**src/rtl/rids_merge_scheduler_pkg.sv**
```systemverilog
// Shared definitions for the RIDS merge scheduler.
//   NUM_RIDS   : rule-ID sets per packet (1..16)
//   NUM_RID    : rule-ID slots per RIDS
//   RID_WIDTH  : bits per rule ID
//   RIDS_WIDTH : bits per RIDS
//   MERGE_LAT  : cycles from merge_start to a valid merge_res (>= 1)
// Slot i of a RIDS occupies [i*RID_WIDTH +: RID_WIDTH]; RIDS#k of a bundle
// occupies [k*RIDS_WIDTH +: RIDS_WIDTH].
package rids_merge_scheduler_pkg;

  localparam int NUM_RIDS   = 5;
  localparam int NUM_RID    = 8;
  localparam int RID_WIDTH  = 4;
  localparam int RIDS_WIDTH = NUM_RID * RID_WIDTH;
  localparam int MERGE_LAT  = 4;

  typedef enum logic [1:0] {
    ST_IDLE  = 2'd0,
    ST_ISSUE = 2'd1,
    ST_WAIT  = 2'd2,
    ST_DONE  = 2'd3
  } state_e;

endpackage

```
**src/rtl/rids_merge_scheduler_reverse.sv**
```systemverilog
// rids_reverse: reverses the rule-ID slot order of one RIDS so that an
// ascending operand and a reversed operand form a bitonic pair.
//   rids_i : input RIDS
//   rids_o : slot i = rids_i slot N_SLOT-1-i
module rids_reverse
  import rids_merge_scheduler_pkg::*;
#(
  parameter int N_SLOT = NUM_RID,
  parameter int SLOT_W = RID_WIDTH
) (
  input  logic [N_SLOT*SLOT_W-1:0] rids_i,
  output logic [N_SLOT*SLOT_W-1:0] rids_o
);

  for (genvar i = 0; i < N_SLOT; i++) begin : g_slot
    assign rids_o[i*SLOT_W +: SLOT_W] = rids_i[(N_SLOT-1-i)*SLOT_W +: SLOT_W];
  end

endmodule

```
**src/rtl/rids_merge_scheduler.sv**
```systemverilog
// rids_merge_scheduler: folds a bundle of N_RIDS rule-ID sets through one
// shared fixed-latency merge unit: acc = RIDS#0, then
// acc = merge(acc, reverse(RIDS#k)) for k = 1..N_RIDS-1.
//   clk, reset        : clock, synchronous active-high reset
//   in_valid/in_ready : bundle handshake, in_rids holds N_RIDS RIDS
//   merge_start       : one-cycle issue strobe to the merge unit
//   merge_a/merge_b   : accumulator / reversed RIDS#k operands
//   merge_res         : merge result, valid M_LAT cycles after merge_start
//   out_valid/out_ready, out_rids : final merged RIDS handshake
//   busy              : high in every state except IDLE
module rids_merge_scheduler
  import rids_merge_scheduler_pkg::*;
#(
  parameter int N_RIDS = NUM_RIDS,
  parameter int M_LAT  = MERGE_LAT
) (
  input  logic                         clk,
  input  logic                         reset,
  input  logic                         in_valid,
  output logic                         in_ready,
  input  logic [N_RIDS*RIDS_WIDTH-1:0] in_rids,
  output logic                         merge_start,
  output logic [RIDS_WIDTH-1:0]        merge_a,
  output logic [RIDS_WIDTH-1:0]        merge_b,
  input  logic [RIDS_WIDTH-1:0]        merge_res,
  output logic                         out_valid,
  input  logic                         out_ready,
  output logic [RIDS_WIDTH-1:0]        out_rids,
  output logic                         busy
);

  localparam int KW = $clog2(N_RIDS) + 1;
  localparam int CW = (M_LAT > 1) ? $clog2(M_LAT) : 1;

  state_e                state_q;
  logic [KW-1:0]         k_q;
  logic [CW-1:0]         cnt_q;
  logic                  in_ready_q;
  logic                  merge_start_q;
  logic [RIDS_WIDTH-1:0] merge_a_q;     // doubles as the accumulator
  logic [RIDS_WIDTH-1:0] merge_b_q;
  logic                  out_valid_q;
  logic [RIDS_WIDTH-1:0] out_rids_q;
  logic                  busy_q;
  logic [RIDS_WIDTH-1:0] rids_q [N_RIDS];
  logic [RIDS_WIDTH-1:0] sel_rids_d;
  logic [RIDS_WIDTH-1:0] rev_rids;

  // NOTE: captured bundle storage carries no reset; it is only read after a
  // fresh capture, so resetting it would only add reset fan-out.
  always_ff @(posedge clk) begin
    if (state_q == ST_IDLE && in_valid) begin
      for (int j = 0; j < N_RIDS; j++) begin
        rids_q[j] <= in_rids[j*RIDS_WIDTH +: RIDS_WIDTH];
      end
    end
  end

  // Operand for the next issue: RIDS#1 straight from the input on accept,
  // otherwise RIDS#(k+1) from the captured bundle.
  // NOTE: default assignment first so no path through the loop infers a latch.
  always_comb begin
    sel_rids_d = '0;
    for (int j = 0; j < N_RIDS; j++) begin
      if (state_q == ST_IDLE) begin
        if (j == 1) sel_rids_d = in_rids[j*RIDS_WIDTH +: RIDS_WIDTH];
      end else if (j == int'(k_q) + 1) begin
        sel_rids_d = rids_q[j];
      end
    end
  end

  rids_reverse #(
    .N_SLOT (NUM_RID),
    .SLOT_W (RID_WIDTH)
  ) u_reverse (
    .rids_i (sel_rids_d),
    .rids_o (rev_rids)
  );

  // Outputs are registered: each is loaded on the edge that enters the state
  // in which it must be visible, so merge_start is high exactly in ISSUE.
  // NOTE: all sequential state uses non-blocking assignments so every
  // register samples pre-edge values regardless of statement order.
  always_ff @(posedge clk) begin
    if (reset) begin
      state_q       <= ST_IDLE;
      k_q           <= '0;
      cnt_q         <= '0;
      in_ready_q    <= 1'b1;
      merge_start_q <= 1'b0;
      merge_a_q     <= '0;
      merge_b_q     <= '0;
      out_valid_q   <= 1'b0;
      out_rids_q    <= '0;
      busy_q        <= 1'b0;
    end else begin
      merge_start_q <= 1'b0;
      case (state_q)
        ST_IDLE: begin
          if (in_valid) begin
            in_ready_q <= 1'b0;
            busy_q     <= 1'b1;
            if (N_RIDS == 1) begin
              out_rids_q  <= in_rids[RIDS_WIDTH-1:0];
              out_valid_q <= 1'b1;
              state_q     <= ST_DONE;
            end else begin
              merge_a_q     <= in_rids[RIDS_WIDTH-1:0];
              merge_b_q     <= rev_rids;
              merge_start_q <= 1'b1;
              k_q           <= KW'(1);
              state_q       <= ST_ISSUE;
            end
          end
        end
        ST_ISSUE: begin
          cnt_q   <= CW'(M_LAT - 1);
          state_q <= ST_WAIT;
        end
        ST_WAIT: begin
          if (cnt_q == '0) begin
            // merge_res is valid only in this cycle
            if (k_q == KW'(N_RIDS - 1)) begin
              out_rids_q  <= merge_res;
              out_valid_q <= 1'b1;
              state_q     <= ST_DONE;
            end else begin
              merge_a_q     <= merge_res;
              merge_b_q     <= rev_rids;
              merge_start_q <= 1'b1;
              k_q           <= k_q + KW'(1);
              state_q       <= ST_ISSUE;
            end
          end else begin
            cnt_q <= cnt_q - CW'(1);
          end
        end
        ST_DONE: begin
          if (out_ready) begin
            out_valid_q <= 1'b0;
            in_ready_q  <= 1'b1;
            busy_q      <= 1'b0;
            state_q     <= ST_IDLE;
          end
        end
        default: state_q <= ST_IDLE;
      endcase
    end
  end

  assign in_ready    = in_ready_q;
  assign merge_start = merge_start_q;
  assign merge_a     = merge_a_q;
  assign merge_b     = merge_b_q;
  assign out_valid   = out_valid_q;
  assign out_rids    = out_rids_q;
  assign busy        = busy_q;

endmodule

```
**config.mk**
```make
export PLATFORM = sky130hd
export DESIGN_NAME = rids_merge_scheduler
export DESIGN_NICKNAME = d
export VERILOG_FILES = /design/src/rtl/rids_merge_scheduler_pkg.sv /design/src/rtl/rids_merge_scheduler_reverse.sv /design/src/rtl/rids_merge_scheduler.sv
export SDC_FILE = /design/constraint.sdc
export NUM_CORES = 1
export LEC_CHECK = 0
export CAP_MARGIN = 20
export CORE_MARGIN = 2
export CORE_UTILIZATION = 49
export CTS_CLUSTER_DIAMETER = 120
export CTS_CLUSTER_SIZE = 14
export DETAILED_ROUTE_END_ITERATION = 10
export PLACE_DENSITY = 0.8
export SYNTH_ARGS = -nofsm -noshare
export SYNTH_HDL_FRONTEND = slang
export SYNTH_SLANG_ARGS = --single-unit
```
**constraint.sdc**
```tcl
create_clock -name clk -period 6.81 [get_ports clk]
set_input_delay 1.362 -clock clk [delete_from_list [all_inputs] [get_ports clk]]
set_output_delay 1.362 -clock clk [all_outputs]
set_load 0.01 [all_outputs]
```
### Word-level counts from Yosys, hierarchy flattened

Memories as Yosys holds them, arrays and structs flattened.
Cells that the tools add are included.
Widths: inputs -> output; s select.

* magnitude comparators: 0
* add/sub/neg operators: 3
* shifts and indexed selects: 0
* bitwise logic cells: 0
* div/mod/pow operators: 0
* reductions and logical operators: 14
* multipliers: 0
* muxes and demuxes: 43
* equality and inequality tests: 14

Operators by type and width (number)
* $mux 32: 15
* $pmux 32 s2: 2
* $eq 3x32->1 const A: 2
* $eq 2x32->1 const A: 1
* $logic_not 32->1: 1
* $mux 4: 3
* $ne 2x2->1 const B: 6
* $mux 1: 11
* $mux 2: 5
* $reduce_and 3->1: 3
* $pmux 1 s2: 4
* $pmux 2 s4: 1
* $pmux 4 s2: 1
* $reduce_and 4->1: 2
* $reduce_bool 2->1: 4
* $add 4x1->5 const B: 1
* $eq 3x5->1 const A: 1
* $add 4x1->4 const B: 1
* $eq 2x2->1 const B: 2
* $eq 4x3->1 const B: 1
* $logic_not 2->1: 2
* $pmux 2 s2: 1
* $eq 2x1->1 const B: 1
* $reduce_and 2->1: 1
* 2 further kinds: 2

* RAM bits: 160
* output and inout bits: 100
* register bits after elaboration: 108
* bits in latches: 0
* bits of input ports: 196
* word-level logic and storage cells: 85
* memories: 1
* ROM bits: 0

Memory list
* rids_q: depth 5, width 32, read ports 5, clocked after memory_dff 0, wr ports 5, RTL line rids_merge_scheduler.sv:45 `logic [RIDS_WIDTH-1:0] rids_q [N_RIDS];`

### Logic depth before layout (Yosys ltp)

Gate-level depths: netlist of run 1.

* depth after elaboration: 14
* gate-level depth with buffers: 10
* mapped depth without buffers: 7

### Modules after synthesis

Synthesis of run 1 repeated with hierarchy kept, for this count alone.

* cells, all modules: 970
* area total of the unflattened synthesis: 10772.8 µm²

Modules (own cells, without submodules)
* rids_merge_scheduler: area an instance 10532.6 µm², instances 1, cells each 938, seq. area each 6966.7 µm²
* rids_reverse: area an instance 240.2 µm², instances 1, cells each 32, seq. area each 0.0 µm²

### Worst setup path before layout of run 1

No wires, ideal clock.

* kind: input to register
* start: input port in_valid
* end: memory rids_q[0][0] (netlist name), enable pin
* library setup time: 538 ps
* buffers on the path: 0
* required time: 6272 ps
* arrival: 5008 ps
* stages: 1
* path slack: 1264 ps
* path through: and2_1

RTL lines
* start, declared: RTL line rids_merge_scheduler.sv:19 `input logic in_valid,`
* end, declared: RTL line rids_merge_scheduler.sv:45

### Worst setup path in the final report of run 1

* start: input port in_valid
* end: register merge_a_q[9], in the netlist merge_a[9]

* longest elaborated chain between the ends: 2

RTL lines
* $ne 2x2->1 (no line)
* $reduce_and 4->1 (no line)
* end signal, assigned: RTL line rids_merge_scheduler.sv:109 `merge_a_q <= in_rids[RIDS_WIDTH-1:0];`
* end signal, assigned: RTL line rids_merge_scheduler.sv:129 `merge_a_q <= merge_res;`
* end, declared: RTL line rids_merge_scheduler.sv:40 `logic [RIDS_WIDTH-1:0] merge_a_q;`

No other way between the ends.
A chain may end at the register's enable or synchronous reset.

==> results.md, run 1 <==
- Number of synthesized register bits: between 200 and 300
- Comb pwr share: 17.1%
- Final Hold Fails: 0
- DR iter-0 viols: between 700 and 800
- Clock Sinks: around 270
- IO Port Bufs: 295
- Worst setup SP type: input port
- Setup violation total in the final timing report: 0
- Sequential area share after synthesis: 62.8%
- P_leak: between 5 and 6 nW
- Most used DFF post-synth: edfxtp_1
- Worst-Margin Slew: 1.04 ns
- HPWL after detailed placement: between 20000 and 25000 µm
- DRC: 0
- Clock Latency Late Sink: between 0.5 and 0.6 ns
- Peak supply drop: between 150 and 200 µV
- Synth Area in Simple Gates: 15.4%
- P_sw: roughly 0.99 mW
- Clock share of power: about 32%
- Gr ovfl total: 0
- Global-route wire length before repair: 50600 µm
- Vias/cell: roughly 5.9
- Initial Utilization: around 49%
- Largest area contributor in the netlist: edfxtp_1
- Final Non-Filler Cells: roughly 1500
- HP Class: flip-flop to flip-flop
- Xor/xnor share of the synthesized area: 0%
- Mapped cell area: 0.0111 mm²
- Sw Ratio: a little over a quarter
- CTS tree: yes
- Reg power frac: roughly 51%
- Core Region: ~0.022 mm²
- Layout cells sized above 1: 6.72%
- Height of the die: roughly 150 µm
- Wirelength, routed: 33700 µm
- Int Power: approximately 2.8 mW
- Post-cts sizing count: 0
- RSZ-0062 raised after global routing: false
- Die ar.: 0.0239 mm²
- H-tree Lvls: 1
- Crit path kind: input port to flip-flop
- Max-Cap Viols: 0
- Post-detailed-route wirelength per cell: between 20 and 25 µm
- Final Util: around 66%
- Clock Root Buffer: clkbuf_16
- Slowest stage cell, crit path: a211oi_4
- DP Area: ~0.014 mm²
- Mean post-synth cell area: 11.5 µm²
- Tot GR Track Use: between 20% and 30%
- Clk buf depth: 3
- Endpoint class of the critical path: flip-flop
- Hold_buf cts: 0
- Largest family of logic cells by synthesized area: compound AO/OA/AOI/OAI gates
- TritonCTS Buffers: 23
- Largest net degree at the start of global routing: between 90 and 100
- Ys Warns: 0
- Final GP Congestion: approximately 0.9
- Post-Synth Adder-Cell Area: less than 1%
- Post-CTS setup buffer count: 0
- Synth top area cells: edfxtp_1, dfxtp_1, nand2_1
- Area Growth Syn to Fin: 33.7%
- Placed Instances: between 1000 and 1500
- Complex-gate fraction of the synthesized area: 16.8%
- Required time of the critical path: approximately 7.2 ns
- Area share of the largest cell type after synthesis: 43.3%
- Number of global-route vias before repair: between 8000 and 9000
- Achievable frequency: between 200 and 300 MHz
- Initial antenna violation count: 2
- Worst-path fanout max: 46
- Fin area: approximately 0.015 mm²
- Post-Syn Instances: approximately 960
- Syn_nets: roughly 1200
- TNS Setup: 0 ns
- Worst EP arrival: 3.90 ns
- Skew final: around 0.019 ns
- Cell Pwr Density: around 260 mW/mm²
- Distinct cells, synth: between 40 and 50
- Fin. max-slew vios: 0
- Die width: roughly 150 µm
- Ports: approximately 300
- Worst path cell trace: clkdlybuf4s50_1 -> mux2i_2 -> a211oi_4 -> buf_4 -> nor2_1 -> a311oi_2
- Mux contribution to synthesized area: less than 1%
- Reg clk slew, reported paths: around 0.070 ns
- FP Rows: 55
- Final antenna-violating net count: 0
- EDFF count, synth: 160
- DR vias: about 9000
- Final period util: 50.9%
- Fin nets: around 1400
- Outcome: complete, no violations
- Max_slew headroom: 30.2%
- R2R setup slack: ~3.6 ns
- Slowest stage delay, CP: 0.89 ns
- Minimum clock period: 3.46 ns
- Pre-antenna DRT Iters: 5
- Ys async rst share: 0%
[cell type report]
cell class	count	area (µm²)
tap	285	357
clock inverter	2	25.0
fill	1684	7600
timing repair buffer	309	3080
sequential	268	6970
multi-input combinational	596	3690
antenna	3	7.51
clock buffer	39	636
inverter	22	82.6
[cells in the final DEF, fill, tap and decap left out, types with 17 or more instances in the layout]
| cell type | n |
|---|---|
| nor3b_1 | 21 |
| nor3_1 | 28 |
| nand3b_1 | 23 |
| nand2_1 | 163 |
| nor2_1 | 63 |
| dfxtp_1 | 108 |
| o21ai_0 | 26 |
| a21oi_1 | 68 |
| edfxtp_1 | 160 |
| clkdlybuf4s50_1 | 294 |
| inv_1 | 22 |
| a22oi_1 | 17 |
| a311oi_1 | 26 |
| clkbuf_16 | 23 |
[per-stage QoR]
step | hold WS [ns] | power, mW | setup WS, ns
after detailed placement | 0.448 | 2.60 | 2.85
after CTS | 0.456 | 3.81 | 3.39
final | 0.452 | 3.80 | 3.35
after global routing | 0.477 | 3.93 | 3.20
after global placement | 0.441 | 2.59 | 2.93
after floorplan | 0.481 | 2.29 | 1.26
[cell usage after synthesis (all sizes together), types with 2 or more instances]
cell type and count:
a2111oi 14, a211oi 13, a21oi 69, a221o 6, a221oi 14, a22oi 17
a311o 14, a311oi 39, a32oi 5, and2 3, and3 7, and4 8
buf 36, clkbuf 42, dfxtp 108, edfxtp 160, ha 6, inv 22
nand2 163, nand2b 8, nand3 9, nand3b 23, nor2 66, nor2b 15
nor3 29, nor3b 21, o21ai 27, o221a 2, o31a 7, or2 3
[power groups by stage]
stage | sequential (mW) | clock [mW] | combinational [mW]
after floorplan | 1.97 | 0 | 0.319
after global placement | 1.95 | 0 | 0.634
after detailed placement | 1.96 | 0 | 0.645
after CTS | 1.92 | 1.24 | 0.649
after global routing | 1.93 | 1.30 | 0.696
final | 1.92 | 1.22 | 0.650
[state kept, by name, indices dropped and copies added (netlist names), 2 cells and up]
name / cells
merge_a: 32
out_rids: 32
k_q: 4
state_q: 2
merge_b: 32
rids_q: 160
cnt_q: 2
[routing by layer]
| metal | vias to the layer above | GRT usage [%] | share of wire (%) |
|---|---|---|---|
| li1 | 4079 | - | - |
| met1 | 4366 | 37.5 | 41 |
| met2 | 480 | 44.0 | 47 |
| met3 | 53 | 6.56 | 9.7 |
| met4 | 0 | 7.67 | 2.9 |
| met5 | - | 0 | 0 |
[worst max-delay path, delay by kind of cell]
kind,cells,cell delay (ns)
simple gates,1,0.13
buf+inv,2,1.11
compound gates,2,1.16
mux,1,0.12
[worst paths after layout]
check / from / end / cells after the start
min reg2reg: out_rids[1] / out_rids[1] / 2
max: in_valid / merge_a[9] / 6
min: out_rids[1] / out_rids[1] / 2
max reg2reg: state_q[1] / rids_q[0][6] / 3
[kinds of logic after synthesis]
kind of cell               after synthesis
and+or+nand+nor                        357
muxes                                    1
DFF                                    268
AOI/OAI and AO/OA                      232
adders and majority gates                6
buffers and inverters                  100
No activity file was read; power rests on OpenSTA's default activity.
==> inputs of run 2 (changes only) <==
Settings changed: CORE_UTILIZATION 49 to 44, PLACE_DENSITY 0.8 to 0.76.
Clock period 6.81 ns to 2.8 ns, I/O delays scaled along.
==> results.md, run 2 (synthesis gave the netlist of run 1 again) <==
- Endpoint class of the critical path: flip-flop
- Worst EP arrival: ~3 ns
- Ports: about 300
- DR vias: roughly 8800
- Post-CTS setup buffer count: 0
- Clock Latency Late Sink: between 0.5 and 0.6 ns
- Worst setup SP type: flip-flop
- Met3 usage: a little under 7%
- Global-route wire length before repair: 49700 µm
- Min Hold Slack: 0.455 ns
- Max_slew headroom: between 50% and 60%
- Number of global-route vias before repair: approximately 8500
- Die ar.: 0.0265 mm²
- Minimum clock period: about 2.6 ns
- P_leak: 5.10 nW
- Achievable frequency: around 400 MHz
- Worst-Margin Slew: between 0.7 and 0.8 ns
- Largest net degree at the start of global routing: 74
- TritonCTS Buffers: 23
- Max-Cap Viols: 0
- RSZ-0062 raised after global routing: false
- CTS tree: yes
- Worst r2r dst: merge_b[30]
- Worst r2r src: k_q[0]
- Hold path depth: 2
- WP buf/inv: 1
- Setup violation total in the final timing report: 0
- Final Hold Fails: 0
- Placed Instances: between 1500 and 2000
- Tot GR Track Use: about 25%
- Post-cts sizing count: 0
- Vias/cell: 5.53
- Clock Root Buffer: clkbuf_16
- Gr ovfl total: 0
- Post-detailed-route wirelength per cell: around 21 µm
- Outcome: complete, no violations
- Area Growth Syn to Fin: 35.7%
- Pre-antenna DRT Iters: 8
- Max FFs per register: 160
- Skew final: between 0.01 and 0.015 ns
- Fin. max-slew vios: 0
- Required time of the critical path: roughly 3.2 ns
- GR Util met2: about two fifths
- Final Non-Filler Cells: about 1600
- Clock Sinks: between 200 and 300
- Top reg by flops: rids_q
- HPWL after detailed placement: roughly 24000 µm
- TNS Setup: 0 ns
- Comb pwr share: approximately 18%
- Reg clk slew, reported paths: about 0.070 ns
- Initial antenna violation count: 3
- Peak supply drop: between 400 and 500 µV
- Slowest stage delay, CP: around 0.67 ns
- Worst Hold Endpoint: out_rids[23]
- FP Rows: 58
- Crit path kind: flip-flop to flip-flop
- Slowest stage cell, crit path: o32ai_4
- GR peak layer: met2
- Worst-path fanout max: 16
- CP top delay family: compound AO/OA/AOI/OAI gates
- Final period util: between 90 and 100%
- Clock share of power: about 32%
- Initial Utilization: between 40 and 50%
- Final antenna-violating net count: 0
- Final GP Congestion: a little under 0.9
- Reg2Reg Depth: 7
- Layout cells sized above 1: between 7 and 8%
- DRC: 0
- Core Region: approximately 0.025 mm²
- H-tree Lvls: 1
- Int Power: ~7 mW
- Fin nets: between 1000 and 1500
- Commonest non-fill, non-tap cell in the layout: clkdlybuf4s50_1
- Hold_buf cts: 0
- P_sw: roughly 2.4 mW
- HP Class: flip-flop to flip-flop
- Worst path cell trace: ha_1 -> nor2b_1 -> a21oi_1 -> o32ai_4 -> buf_4 -> a32oi_1 -> a211oi_1
- GR Util met1: 33.5%
- IO Port Bufs: just under 300
- Die width: around 160 µm
- Hold Crit Start: out_rids[23]
- R2R setup slack: 0.24 ns
- Height of the die: ~160 µm
- Cell Pwr Density: between 600 and 700 mW/mm²
- Wirelength, routed: around 33000 µm
- Clk buf depth: 3
- Reg power frac: between 50% and 60%
- DR iter-0 viols: roughly 900
- Sw Ratio: around 26%
- Commonest cells after routing, fill and taps aside: clkdlybuf4s50_1, nand2_1, edfxtp_1
[run 2: layout make-up]
type	count	area, µm²
Clock inverter	2	25.0
Tap cell	330	413
Antenna cell	3	7.51
Multi-Input combinational cell	596	3690
Inverter	22	82.6
Sequential cell	268	6970
Fill cell	2007	9910
Clock buffer	39	636
Timing Repair Buffer	325	3240
[run 2: worst min-delay path, stage by stage (launching register included)]
cell and delay (ns):
dfxtp_1 0.31, nand2_1 0.05, a21oi_1 0.05
[run 2: how the worst max path moves through the flow]
stage                    start            to  slack (ns)  cells past startpoint
floorplan           state_q[1]  rids_q[0][0]        0.04                      5
global placement      in_valid    merge_b[5]        0.34                      6
detailed placement    in_valid    merge_b[5]        0.32                      6
CTS                     k_q[0]   merge_b[30]        0.29                      7
global route            k_q[0]    merge_b[9]        0.04                      7
finish                  k_q[0]   merge_b[30]        0.24                      7
[run 2: per-stage QoR]
step / area [µm²] / util [%] / setup slack [ns] / power (mW)
floorplan: 11100 / - / 0.0409 / 5.54
global placement: 14400 / 57.6 / 0.339 / 6.33
detailed placement: 14400 / 57.6 / 0.323 / 6.37
CTS: 15100 / 60.3 / 0.294 / 9.32
global route: 15100 / 60.3 / 0.0412 / 9.62
finish: 15100 / 60.3 / 0.235 / 9.26
[run 2: metal layers]
| layer | part of all wire, % | wire (µm) | vias up |
|---|---|---|---|
| met5 | 0 | 0 | - |
| met1 | 42 | 13900 | 4117 |
| met3 | 10 | 3400 | 63 |
| li1 | - | - | 4120 |
| met2 | 45 | 15200 | 458 |
| met4 | 2.9 | 985 | 0 |
[run 2: power groups by stage]
| stage | Combinational [mW] | Sequential, mW | Clock, mW |
|---|---|---|---|
| after floorplan | 0.777 | 4.76 | 0 |
| after global placement | 1.59 | 4.74 | 0 |
| after detailed placement | 1.62 | 4.75 | 0 |
| after CTS | 1.63 | 4.67 | 3.02 |
| after global routing | 1.75 | 4.70 | 3.17 |
| final | 1.62 | 4.67 | 2.96 |
==> inputs of run 3 (changes only) <==
==> constraint.sdc (replaced) <==
create_clock -name clk -period 2.8 [get_ports clk]
set_input_delay 0.56 -clock clk [delete_from_list [all_inputs] [get_ports clk]]
set_output_delay 0.56 -clock clk [all_outputs]
set_load 0.02 [all_outputs]
==> results of run 3 <==
Same layout as run 2 (identical final DEF). Status: complete, no violations.
Among the figures that moved: total power 9.26 mW -> 9.34 mW; worst IR drop on VDD 430 µV -> 431 µV
